--- src/rtl/ofm_writeback.sv ---
// ofm_writeback
//   Takes result groups (LANES signed elements, one per kernel, for one output
//   pixel) from the convolution datapath and buffers them in a small FIFO. It
//   then writes them one element at a time into the output feature-map memory
//   in channel-planar layout: addr = BASE_ADDR + k*ROWS*COLS + row*COLS + col.
//   done pulses for one cycle after the last element of a ROWS*COLS frame.
//
//   Optional build macro: OFM_RELU_EN. When it is defined, the serializer
//   clamps negative elements to zero. Timing and addresses do not change.
//
// Ports
//   clk, rst_n   clock; asynchronous active-low reset
//   start        begins a frame; only sampled while idle
//   in_valid     a group is offered on in_data
//   in_data      lane k = in_data[k*DW +: DW]
//   in_ready     a group is accepted when in_valid & in_ready
//   mem_we       write request (registered; held with addr/data until accepted)
//   mem_addr     write address
//   mem_wdata    write data
//   mem_ready    the memory accepts a write when mem_we & mem_ready
//   busy         high while a frame is running
//   done         one-cycle pulse at frame end
module ofm_writeback #(
    parameter int unsigned DW         = 16,
    parameter int unsigned LANES      = 4,
    parameter int unsigned COLS       = 13,
    parameter int unsigned ROWS       = 13,
    parameter int unsigned ADDR_W     = 10,
    parameter int unsigned FIFO_DEPTH = 4,
    parameter int unsigned BASE_ADDR  = 0
) (
    input  logic                  clk,
    input  logic                  rst_n,
    input  logic                  start,
    input  logic                  in_valid,
    input  logic [LANES*DW-1:0]   in_data,
    output logic                  in_ready,
    output logic                  mem_we,
    output logic [ADDR_W-1:0]     mem_addr,
    output logic [DW-1:0]         mem_wdata,
    input  logic                  mem_ready,
    output logic                  busy,
    output logic                  done
);

    localparam int unsigned GW     = LANES * DW;
    localparam int unsigned PLANE  = ROWS * COLS;
    localparam int unsigned PTR_W  = (FIFO_DEPTH > 1) ? $clog2(FIFO_DEPTH) : 1;
    localparam int unsigned CNT_W  = $clog2(FIFO_DEPTH + 1);
    localparam int unsigned LANE_W = (LANES > 1) ? $clog2(LANES) : 1;
    localparam int unsigned ROW_W  = (ROWS > 1) ? $clog2(ROWS) : 1;
    localparam int unsigned COL_W  = (COLS > 1) ? $clog2(COLS) : 1;
    localparam int unsigned GRP_W  = $clog2(PLANE + 1);

    typedef enum logic [1:0] {
        S_IDLE = 2'd0,
        S_RUN  = 2'd1,
        S_DONE = 2'd2
    } state_t;

    state_t              state;
    state_t              state_nxt;

    logic [GW-1:0]       fifo_mem [FIFO_DEPTH];
    logic [PTR_W-1:0]    wr_ptr;
    logic [PTR_W-1:0]    rd_ptr;
    logic [CNT_W-1:0]    fifo_cnt;
    logic [GRP_W-1:0]    pushed;
    logic [ROW_W-1:0]    row;
    logic [COL_W-1:0]    col;
    logic [LANE_W-1:0]   lane;
    logic [GW-1:0]       ser_group;
    logic [DW-1:0]       ser_lane [LANES];

    logic                push_c;
    logic                accept_c;
    logic                last_lane_c;
    logic                grp_end_c;
    logic                frame_end_c;
    logic                pop_c;
    logic [LANE_W-1:0]   lane_inc;
    logic [CNT_W-1:0]    cnt_nxt;
    logic [GRP_W-1:0]    pushed_nxt;
    logic [ROW_W-1:0]    row_nxt;
    logic [COL_W-1:0]    col_nxt;
    logic                in_ready_nxt;

    // Channel-planar address, formed wide and then truncated to ADDR_W.
    function automatic logic [ADDR_W-1:0] addr_of(input logic [LANE_W-1:0] k,
                                                  input logic [ROW_W-1:0]  r,
                                                  input logic [COL_W-1:0]  c);
        logic [31:0] a;
        a = 32'(BASE_ADDR) + 32'(k) * 32'(PLANE) + 32'(r) * 32'(COLS) + 32'(c);
        return a[ADDR_W-1:0];
    endfunction

    // Element conditioning applied just before the element reaches mem_wdata.
    function automatic logic [DW-1:0] shape(input logic [DW-1:0] v);
`ifdef OFM_RELU_EN
        return v[DW-1] ? '0 : v;
`else
        return v;
`endif
    endfunction

    // Lane view of the group held in the serializer.
    always_comb begin
        for (int i = 0; i < LANES; i++) begin
            ser_lane[i] = ser_group[i*DW +: DW];
        end
    end

    // Handshakes and serializer sequencing.
    always_comb begin
        push_c      = in_valid & in_ready;
        accept_c    = mem_we & mem_ready;
        last_lane_c = (lane == LANE_W'(LANES - 1));
        grp_end_c   = accept_c & last_lane_c;
        frame_end_c = grp_end_c & (row == ROW_W'(ROWS - 1)) & (col == COL_W'(COLS - 1));
        // The next group loads on the same edge as the last lane of the previous
        // one is accepted, which keeps writes back-to-back.
        pop_c       = (state == S_RUN) & (fifo_cnt != '0) & (~mem_we | grp_end_c);
        lane_inc    = lane + LANE_W'(1);
        cnt_nxt     = fifo_cnt + CNT_W'(push_c) - CNT_W'(pop_c);
        pushed_nxt  = frame_end_c ? '0 : pushed + GRP_W'(push_c);
    end

    // Pixel position of the group being serialized; it moves once that group's last lane is accepted.
    always_comb begin
        col_nxt = col;
        row_nxt = row;
        if (grp_end_c) begin
            if (col == COL_W'(COLS - 1)) begin
                col_nxt = '0;
                row_nxt = (row == ROW_W'(ROWS - 1)) ? '0 : row + ROW_W'(1);
            end else begin
                col_nxt = col + COL_W'(1);
            end
        end
    end

    // FSM state register.
    always_ff @(posedge clk or negedge rst_n) begin
        if (!rst_n) begin
            state <= S_IDLE;
        end else begin
            state <= state_nxt;
        end
    end

    // FSM next state and next value of the registered in_ready.
    always_comb begin
        state_nxt    = state;
        in_ready_nxt = 1'b0;
        unique case (state)
            S_IDLE: if (start) state_nxt = S_RUN;
            S_RUN:  if (frame_end_c) state_nxt = S_DONE;
            S_DONE: state_nxt = S_IDLE;
            default: state_nxt = S_IDLE;
        endcase
        in_ready_nxt = (state_nxt == S_RUN) && (cnt_nxt != CNT_W'(FIFO_DEPTH))
                       && (pushed_nxt < GRP_W'(PLANE));
    end

    // Group storage; the pointers and count below decide which entries are valid.
    always_ff @(posedge clk) begin
        if (push_c) begin
            fifo_mem[wr_ptr] <= in_data;
        end
    end

    // FIFO control, frame counters, serializer and registered outputs.
    always_ff @(posedge clk or negedge rst_n) begin
        if (!rst_n) begin
            wr_ptr    <= '0;
            rd_ptr    <= '0;
            fifo_cnt  <= '0;
            pushed    <= '0;
            row       <= '0;
            col       <= '0;
            lane      <= '0;
            ser_group <= '0;
            in_ready  <= 1'b0;
            mem_we    <= 1'b0;
            mem_addr  <= '0;
            mem_wdata <= '0;
            busy      <= 1'b0;
            done      <= 1'b0;
        end else begin
            if (push_c) begin
                wr_ptr <= wr_ptr + PTR_W'(1);
            end
            if (pop_c) begin
                rd_ptr <= rd_ptr + PTR_W'(1);
            end
            fifo_cnt <= cnt_nxt;
            pushed   <= pushed_nxt;
            row      <= row_nxt;
            col      <= col_nxt;

            if (pop_c) begin
                ser_group <= fifo_mem[rd_ptr];
                lane      <= '0;
                mem_we    <= 1'b1;
                mem_addr  <= addr_of('0, row_nxt, col_nxt);
                mem_wdata <= shape(fifo_mem[rd_ptr][DW-1:0]);
            end else if (accept_c) begin
                if (last_lane_c) begin
                    mem_we <= 1'b0;
                end else begin
                    lane      <= lane_inc;
                    mem_addr  <= addr_of(lane_inc, row, col);
                    mem_wdata <= shape(ser_lane[lane_inc]);
                end
            end

            in_ready <= in_ready_nxt;
            busy     <= (state_nxt == S_RUN);
            done     <= (state_nxt == S_DONE);
        end
    end

endmodule

--- config.mk ---
export PLATFORM = sky130hd
export DESIGN_NAME = ofm_writeback
export DESIGN_NICKNAME = d
export VERILOG_FILES = /design/src/rtl/ofm_writeback.sv
export SDC_FILE = /design/constraint.sdc
export NUM_CORES = 1
export LEC_CHECK = 0
export ABC_AREA = 1
export CORE_MARGIN = 4
export CORE_UTILIZATION = 60
export CTS_CLUSTER_DIAMETER = 150
export DETAILED_ROUTE_END_ITERATION = 8
export DONT_BUFFER_PORTS = 1
export PLACE_DENSITY = 0.74
export SYNTH_ARGS = -nofsm -noshare
export SYNTH_HDL_FRONTEND = slang
export SYNTH_SLANG_ARGS = --single-unit
--- constraint.sdc ---
create_clock -name clk -period 5.1 [get_ports clk]
set_input_delay 1.02 -clock clk [delete_from_list [all_inputs] [get_ports clk]]
set_output_delay 1.02 -clock clk [all_outputs]
set_load 0.02 [all_outputs]
# Word-level counts from Yosys, hierarchy flattened
# Memory sizes are Yosys's and may differ from the RTL's.
# Cells that the tools add are included.
# totals
reg_bits	121
latchBits	0
ram_bits	256
rom_bits	0
inputBits	69
out_inout_bits	30
elab_cells	84
mem_count	1
# memory_table
name	depth	word_bits	read_ports	rd_ports_with_merged_regs	wr	line	source
fifo_mem	4	64	1	0	1	64	logic [GW-1:0] fifo_mem [FIFO_DEPTH];
# classes
n_addsub	11
multipliers	3
n_div	0
order_cmp	2
n_eq_ne	8
shifts	0
muxes	26
n_bitwise	10
reduce_logical	8
# ops
op	count
two-way mux 16 bit	5
binary-select mux 16 bit (select 2 bit)	1
two-way mux 10 bit	3
two-way mux 4 bit	5
multiplier 4 x 4 -> 8 bit (second input constant)	2
adder 10 x 4 -> 10 bit	1
adder 10 x 8 -> 10 bit	1
multiplier 2 x 8 -> 10 bit (second input constant)	1
two-way mux 2 bit	5
adder 8 x 4 -> 9 bit	1
adder 4 x 1 -> 4 bit (second input constant)	2
adder 8 x 1 -> 8 bit	1
== test 4 bit (second input constant)	2
less-than comparator 8 bit (second input constant)	1
two-way mux 8 bit	1
AND 1 bit	7
adder 2 x 1 -> 2 bit (second input constant)	3
two-way mux 1 bit	5
== test 2 x 1 -> 1 bit (second input constant)	2
== test 2 bit (second input constant)	2
case mux 2 bit (2 select lines)	1
AND reduction 2 bit	2
nonzero test 2 bit	2
adder 3 x 1 -> 3 bit	1
other kinds (10)	11

# Depth between registers and ports, before layout
# logic_depth
depth_word	9
mapped_depth	21

# Worst setup path after synthesis
# No wires, ideal clock.
# synth_timing
kind	in2reg
start	input port in_valid
end	memory fifo_mem[0][0] in the netlist's numbering (enable)
arrival_time_ps	3867
required_time_ps	4613
path_slack_ps	747
path_stages	2
n_path_buf	0
cell_sequence	nand2_1 > nor2_1
# synth_between
elab_chain_len	3
# synth_rtl
item	line	source
start: declaration	35	input logic in_valid,
AND 1 bit	115	push_c = in_valid & in_ready;
two-way mux 1 bit	167	if (push_c) begin
two-way mux 1 bit (implied by the code)	168	fifo_mem[wr_ptr] <= in_data;
end: declaration	64	
# Every way passes these cells.

# Worst setup path after layout
# layout_timing
start	register row[0]
end	register mem_addr[8]
# layout_between
elab_chain_len	7
# layout_rtl
item	line	source
start: declaration	69	logic [ROW_W-1:0] row;
start signal: assignment	198	row <= row_nxt;
adder 4 x 1 -> 4 bit / == test 4 bit (equally long branches)	135	row_nxt = (row == ROW_W'(ROWS - 1)) ? '0 : row + ROW_W'(1);
two-way mux 4 bit *	135	
two-way mux 4 bit *	133	if (col == COL_W'(COLS - 1)) begin
two-way mux 4 bit *	132	if (grp_end_c) begin
via row_nxt[3]	84	logic [ROW_W-1:0] row_nxt;
multiplier 4 x 4 -> 8 bit *	93	a = 32'(BASE_ADDR) + 32'(k) * 32'(PLANE) + 32'(r) * 32'(COLS) + 32'(c);
adder 8 x 4 -> 9 bit *	93	
two-way mux 10 bit *	201	if (pop_c) begin
end signal: assignment	205	mem_addr <= addr_of('0, row_nxt, col_nxt);
end signal: assignment	212	mem_addr <= addr_of(lane_inc, row, col);
end: declaration	39	output logic [ADDR_W-1:0] mem_addr,
# The timed path passes the listed nets; every way through them passes the cells marked *. The select of a mux whose other input is x is not followed.
# A chain may end at the register's enable or synchronous reset.

==> impl_metrics.xml <==
<?xml version="1.0" encoding="UTF-8"?>
<metrics>
  <group name="run_status">
    <metric name="status" unit="">finished clean</metric>
  </group>
  <group name="power">
    <metric name="p_total" unit="mW">11.5</metric>
    <metric name="p_leak" unit="nW">6.91</metric>
    <metric name="max-vdd-ir-drop" unit="V">0.000400</metric>
    <metric name="power-per-cell-area" unit="nW/µm²">647</metric>
  </group>
  <group name="sta">
    <metric name="tns" unit="ns">0</metric>
    <metric name="setup_viol" unit="">0</metric>
    <metric name="maxClockFrequency" unit="MHz">263</metric>
    <metric name="report.final.hold_viol_count" unit="">0</metric>
    <metric name="final.min_clock_period" unit="ns">3.80</metric>
    <metric name="fin_crit_sh" unit="%">74.5</metric>
    <metric name="rsz0062_at_grt" unit="">no</metric>
    <metric name="timing.slew.headroom" unit="%">21.4</metric>
    <metric name="finalClockSkew" unit="ns">0.0176</metric>
    <metric name="timing_worst_slew_pin_value" unit="ns">1.18</metric>
    <metric name="final_number_of_max_transition_violations" unit="">0</metric>
  </group>
  <group name="final_layout">
    <metric name="post_route_cells_drive_above_1_share" unit="%">6.25</metric>
    <metric name="n_fill_cell" unit="">1874</metric>
    <metric name="multiInputGateArea" unit="µm²">4880</metric>
    <metric name="fin_nets" unit="">1600</metric>
    <metric name="area_growth_syn_to_layout" unit="%">9.37</metric>
    <metric name="seqCellArea" unit="µm²">10700</metric>
    <metric name="antenna_cells" unit="">0</metric>
  </group>
  <group name="yosys">
    <metric name="number_of_flops_mapped_to_enable_cells_by_yosys" unit="">256</metric>
    <metric name="synth.most_common_cell" unit="">sky130_fd_sc_hd__nor2_1</metric>
    <metric name="postSynth.asyncResetShare" unit="%">32.1</metric>
    <metric name="synth_area" unit="µm²">16200</metric>
    <metric name="synthDominantAreaCellType" unit="">sky130_fd_sc_hd__edfxtp_1</metric>
    <metric name="ys_top_cells_by_count" unit="">sky130_fd_sc_hd__nor2_1, sky130_fd_sc_hd__edfxtp_1, sky130_fd_sc_hd__o21ai_0</metric>
    <metric name="syn_avg_cell_area" unit="µm²">11.0</metric>
    <metric name="synth.net_count" unit="">1615</metric>
    <metric name="postSynthCellCount" unit="">1474</metric>
    <metric name="synth.yosys.warnings" unit="">0</metric>
    <metric name="yosysUniqueCellTypes" unit="">31</metric>
    <metric name="synth.ff_latch_count" unit="">377</metric>
    <metric name="top_reg_cell_synth" unit="">sky130_fd_sc_hd__edfxtp_1</metric>
    <metric name="synth_top_cell_area_share" unit="%">47.3</metric>
    <metric name="ys_top_cells_by_area" unit="">sky130_fd_sc_hd__edfxtp_1, sky130_fd_sc_hd__dfrtp_1, sky130_fd_sc_hd__nor2_1, sky130_fd_sc_hd__o21ai_0, sky130_fd_sc_hd__ha_1</metric>
    <metric name="synth.yosys.seq_area_share" unit="%">66.0</metric>
  </group>
  <group name="clocking">
    <metric name="tritoncts" unit="">done</metric>
    <metric name="cts_root_buffer" unit="">sky130_fd_sc_hd__clkbuf_16</metric>
    <metric name="clock_tree_sinks" unit="">377</metric>
    <metric name="clk_latency" unit="ns">0.53</metric>
    <metric name="max_root_sink_buffers" unit="">3</metric>
    <metric name="cts_inserted_buffers" unit="">39</metric>
    <metric name="post_cts.resized_instances" unit="">0</metric>
    <metric name="path_clk_slew" unit="ns">0.06</metric>
    <metric name="post_cts_buffers" unit="">0</metric>
    <metric name="hold_buffer_count_at_cts" unit="">0</metric>
    <metric name="htreeDepth" unit="">2</metric>
  </group>
  <group name="critical_path">
    <metric name="r2r_cells" unit="">18</metric>
    <metric name="r2r-start" unit="">row[0]$_DFF_PN0_</metric>
    <metric name="worstPathMaxFanout" unit="">13</metric>
    <metric name="critPathKind" unit="">flop to flop</metric>
    <metric name="worst-r2r-setup-slack" unit="ns">1.30</metric>
    <metric name="critical_path_depth" unit="">18</metric>
    <metric name="cp_required" unit="ns">5.50</metric>
    <metric name="timing.critical_path.slowest_stage_cell" unit="">sky130_fd_sc_hd__dfrtp_1</metric>
    <metric name="path_buf_inv" unit="">3</metric>
    <metric name="critical_path.endpoint_type" unit="">flop</metric>
    <metric name="critical_path.startpoint_type" unit="">flop</metric>
    <metric name="cp_slowest_stage_delay" unit="ns">0.50</metric>
    <metric name="crit-reg2reg-capture" unit="">mem_addr[8]$_DFFE_PN0P_</metric>
    <metric name="critical-path-top-cell-by-count" unit="">sky130_fd_sc_hd__ha_1</metric>
    <metric name="path_delay_family" unit="">adder cells</metric>
    <metric name="timing.critical_path.arrival" unit="ns">4.20</metric>
    <metric name="path_cells" unit="">inv_1 -&gt; ha_1 -&gt; nand2_1 -&gt; nor2_1 -&gt; nand2_1 -&gt; inv_1 -&gt; nor2_1 -&gt; ha_1 -&gt; inv_1 -&gt; ha_1 -&gt; ha_1 -&gt; ha_1 -&gt; a21oi_1 -&gt; nor2_1 -&gt; nor2_1 -&gt; nand2_1 -&gt; a21oi_1 -&gt; a21oi_1</metric>
  </group>
  <group name="grt">
    <metric name="antenna_violations_before_repair" unit="">0</metric>
    <metric name="grt_pass1_vias" unit="">10500</metric>
    <metric name="grt_overflow_total" unit="">0</metric>
    <metric name="globalRouteTotalUtil" unit="%">23.9</metric>
    <metric name="global_route_wire_length_before_repair" unit="µm">56800</metric>
    <metric name="grt_max_degree" unit="">123</metric>
  </group>
  <group name="floorplanning">
    <metric name="die_h" unit="µm">173</metric>
    <metric name="effective_utilization_at_floorplan" unit="%">61.6</metric>
    <metric name="fp.dieArea" unit="µm²">29800</metric>
    <metric name="std_cell_rows" unit="">59</metric>
    <metric name="core_area" unit="µm²">26400</metric>
    <metric name="die_x" unit="µm">173</metric>
    <metric name="num_io_pins" unit="">99</metric>
  </group>
  <group name="routing">
    <metric name="post_drt_wl_per_cell" unit="µm">19.6</metric>
    <metric name="top_layer_used" unit="">met4</metric>
    <metric name="initialDrtViolationCount" unit="">771</metric>
    <metric name="drcViolationCount" unit="">0</metric>
    <metric name="avg_vias_per_cell" unit="">5.83</metric>
    <metric name="drt_wl_total" unit="µm">35700</metric>
    <metric name="final_antenna_net_count" unit="">0</metric>
    <metric name="m1WireLength" unit="µm">14300</metric>
    <metric name="detailedRoute.firstPassIterationCount" unit="">5</metric>
    <metric name="dr_total_vias" unit="">10600</metric>
    <metric name="met3_length" unit="µm">2890</metric>
    <metric name="met2WireLength" unit="µm">17600</metric>
  </group>
  <group name="flow_run">
    <metric name="max_cap_violations" unit="">0</metric>
  </group>
  <group name="hold_path">
    <metric name="worst_hold_path_type" unit="">input port to async pin</metric>
  </group>
  <group name="placement">
    <metric name="place_congestion" unit="">0.845</metric>
    <metric name="dp_hpwl" unit="µm">22000</metric>
    <metric name="numPortBuffers" unit="">0</metric>
  </group>
</metrics>
==> sequential cells by signal, summed over array words and instances, names as in the netlist, 3 cells and up <==
| register | count |
|---|---|
| fifo_mem | 256 |
| ser_group | 64 |
| mem_wdata | 16 |
| mem_addr | 10 |
| pushed | 8 |
| col | 4 |
| row | 4 |
| fifo_cnt | 3 |
==> placed cells by master, fill, tap and decap left out, types with 2 or more instances in the layout <==
| master | instances |
|---|---|
| sky130_fd_sc_hd__nor2_1 | 335 |
| sky130_fd_sc_hd__edfxtp_1 | 256 |
| sky130_fd_sc_hd__o21ai_0 | 203 |
| sky130_fd_sc_hd__nand2_1 | 141 |
| sky130_fd_sc_hd__dfrtp_1 | 119 |
| sky130_fd_sc_hd__inv_1 | 86 |
| sky130_fd_sc_hd__ha_1 | 63 |
| sky130_fd_sc_hd__a31oi_1 | 50 |
| sky130_fd_sc_hd__nand3_1 | 47 |
| sky130_fd_sc_hd__clkbuf_16 | 39 |
| sky130_fd_sc_hd__a21oi_1 | 30 |
| sky130_fd_sc_hd__o22ai_1 | 16 |
| sky130_fd_sc_hd__buf_4 | 15 |
| sky130_fd_sc_hd__nand4_1 | 11 |
| sky130_fd_sc_hd__clkinv_2 | 10 |
| sky130_fd_sc_hd__fa_1 | 9 |
| sky130_fd_sc_hd__clkbuf_1 | 8 |
| sky130_fd_sc_hd__xor2_1 | 6 |
| sky130_fd_sc_hd__xnor2_1 | 4 |
| sky130_fd_sc_hd__clkinv_1 | 4 |
| sky130_fd_sc_hd__nor2_4 | 4 |
| sky130_fd_sc_hd__bufinv_16 | 4 |
| sky130_fd_sc_hd__nor2_2 | 3 |
| sky130_fd_sc_hd__inv_2 | 3 |
| sky130_fd_sc_hd__clkinv_8 | 3 |
| sky130_fd_sc_hd__nand3_2 | 2 |
| sky130_fd_sc_hd__nor3_1 | 2 |
| sky130_fd_sc_hd__or2_2 | 2 |
| sky130_fd_sc_hd__nand3b_1 | 2 |
| sky130_fd_sc_hd__clkinvlp_4 | 2 |
| sky130_fd_sc_hd__clkbuf_8 | 2 |
| sky130_fd_sc_hd__dfrtp_4 | 2 |
==> metal layers <==
layer / track usage (%) / vias up
li1: - / 5060
met1: 30.6 / 5148
met2: 40.5 / 341
met3: 6.32 / 76
met4: 7.49 / 0
met5: 0 / -
==> worst max-delay path by stage <==
stage | startpoint | end
floorplan | in_valid | fifo_mem[0][0]$_DFFE_PP_
global placement | mem_ready | mem_addr[8]$_DFFE_PN0P_
detailed placement | mem_ready | mem_addr[8]$_DFFE_PN0P_
CTS | row[0]$_DFF_PN0_ | mem_addr[8]$_DFFE_PN0P_
global route | col[0]$_DFF_PN0_ | mem_addr[8]$_DFFE_PN0P_
finish | row[0]$_DFF_PN0_ | mem_addr[8]$_DFFE_PN0P_
==> through the flow <==
step | setup WS, ns | hold slack [ns] | instances | instance area (µm²) | util (%)
after floorplan | 0.747 | 0.444 | 1474 | 16200 | -
after global placement | 1.17 | 0.458 | 1753 | 16500 | 62.5
after detailed placement | 1.07 | 0.461 | 1753 | 16500 | 62.5
after CTS | 1.33 | 0.170 | 1824 | 17800 | 67.4
after global routing | 0.891 | 0.170 | 1824 | 17800 | 67.4
final | 1.30 | 0.193 | 1824 | 17800 | 67.4
==> kinds of logic (layout without fill, tap and decap cells) <==
family	after synthesis	after routing	synth area share, %
buffers and inverters	162	177	4.13
adder cells (fa/ha/maj)	72	72	5.96
AND/OR/NAND/NOR	549	549	13.4
flip-flops	377	377	66.0
AO/OA/AOI/OAI	304	304	9.95
XOR/XNOR	10	10	0.539
==> power by group <==
part / leakage (nW) / internal, mW / switching, mW / total (mW)
Combinational: 2.55 / 1.30 / 2.50 / 3.80
Clock: 0.626 / 1.65 / 1.15 / 2.80
Sequential: 3.73 / 4.10 / 0.785 / 4.88
Total: 6.91 / 7.05 / 4.44 / 11.5
==> cell type report <==
class,count,area share [%]
Clock buffer,49,5.82
Inverter,91,1.94
Sequential cell,377,60.4
Multi-Input combinational cell,935,27.5
Clock inverter,22,1.38
Timing Repair Buffer,15,0.634
Tap cell,335,2.36
Power figures use the tool's default switching activity.
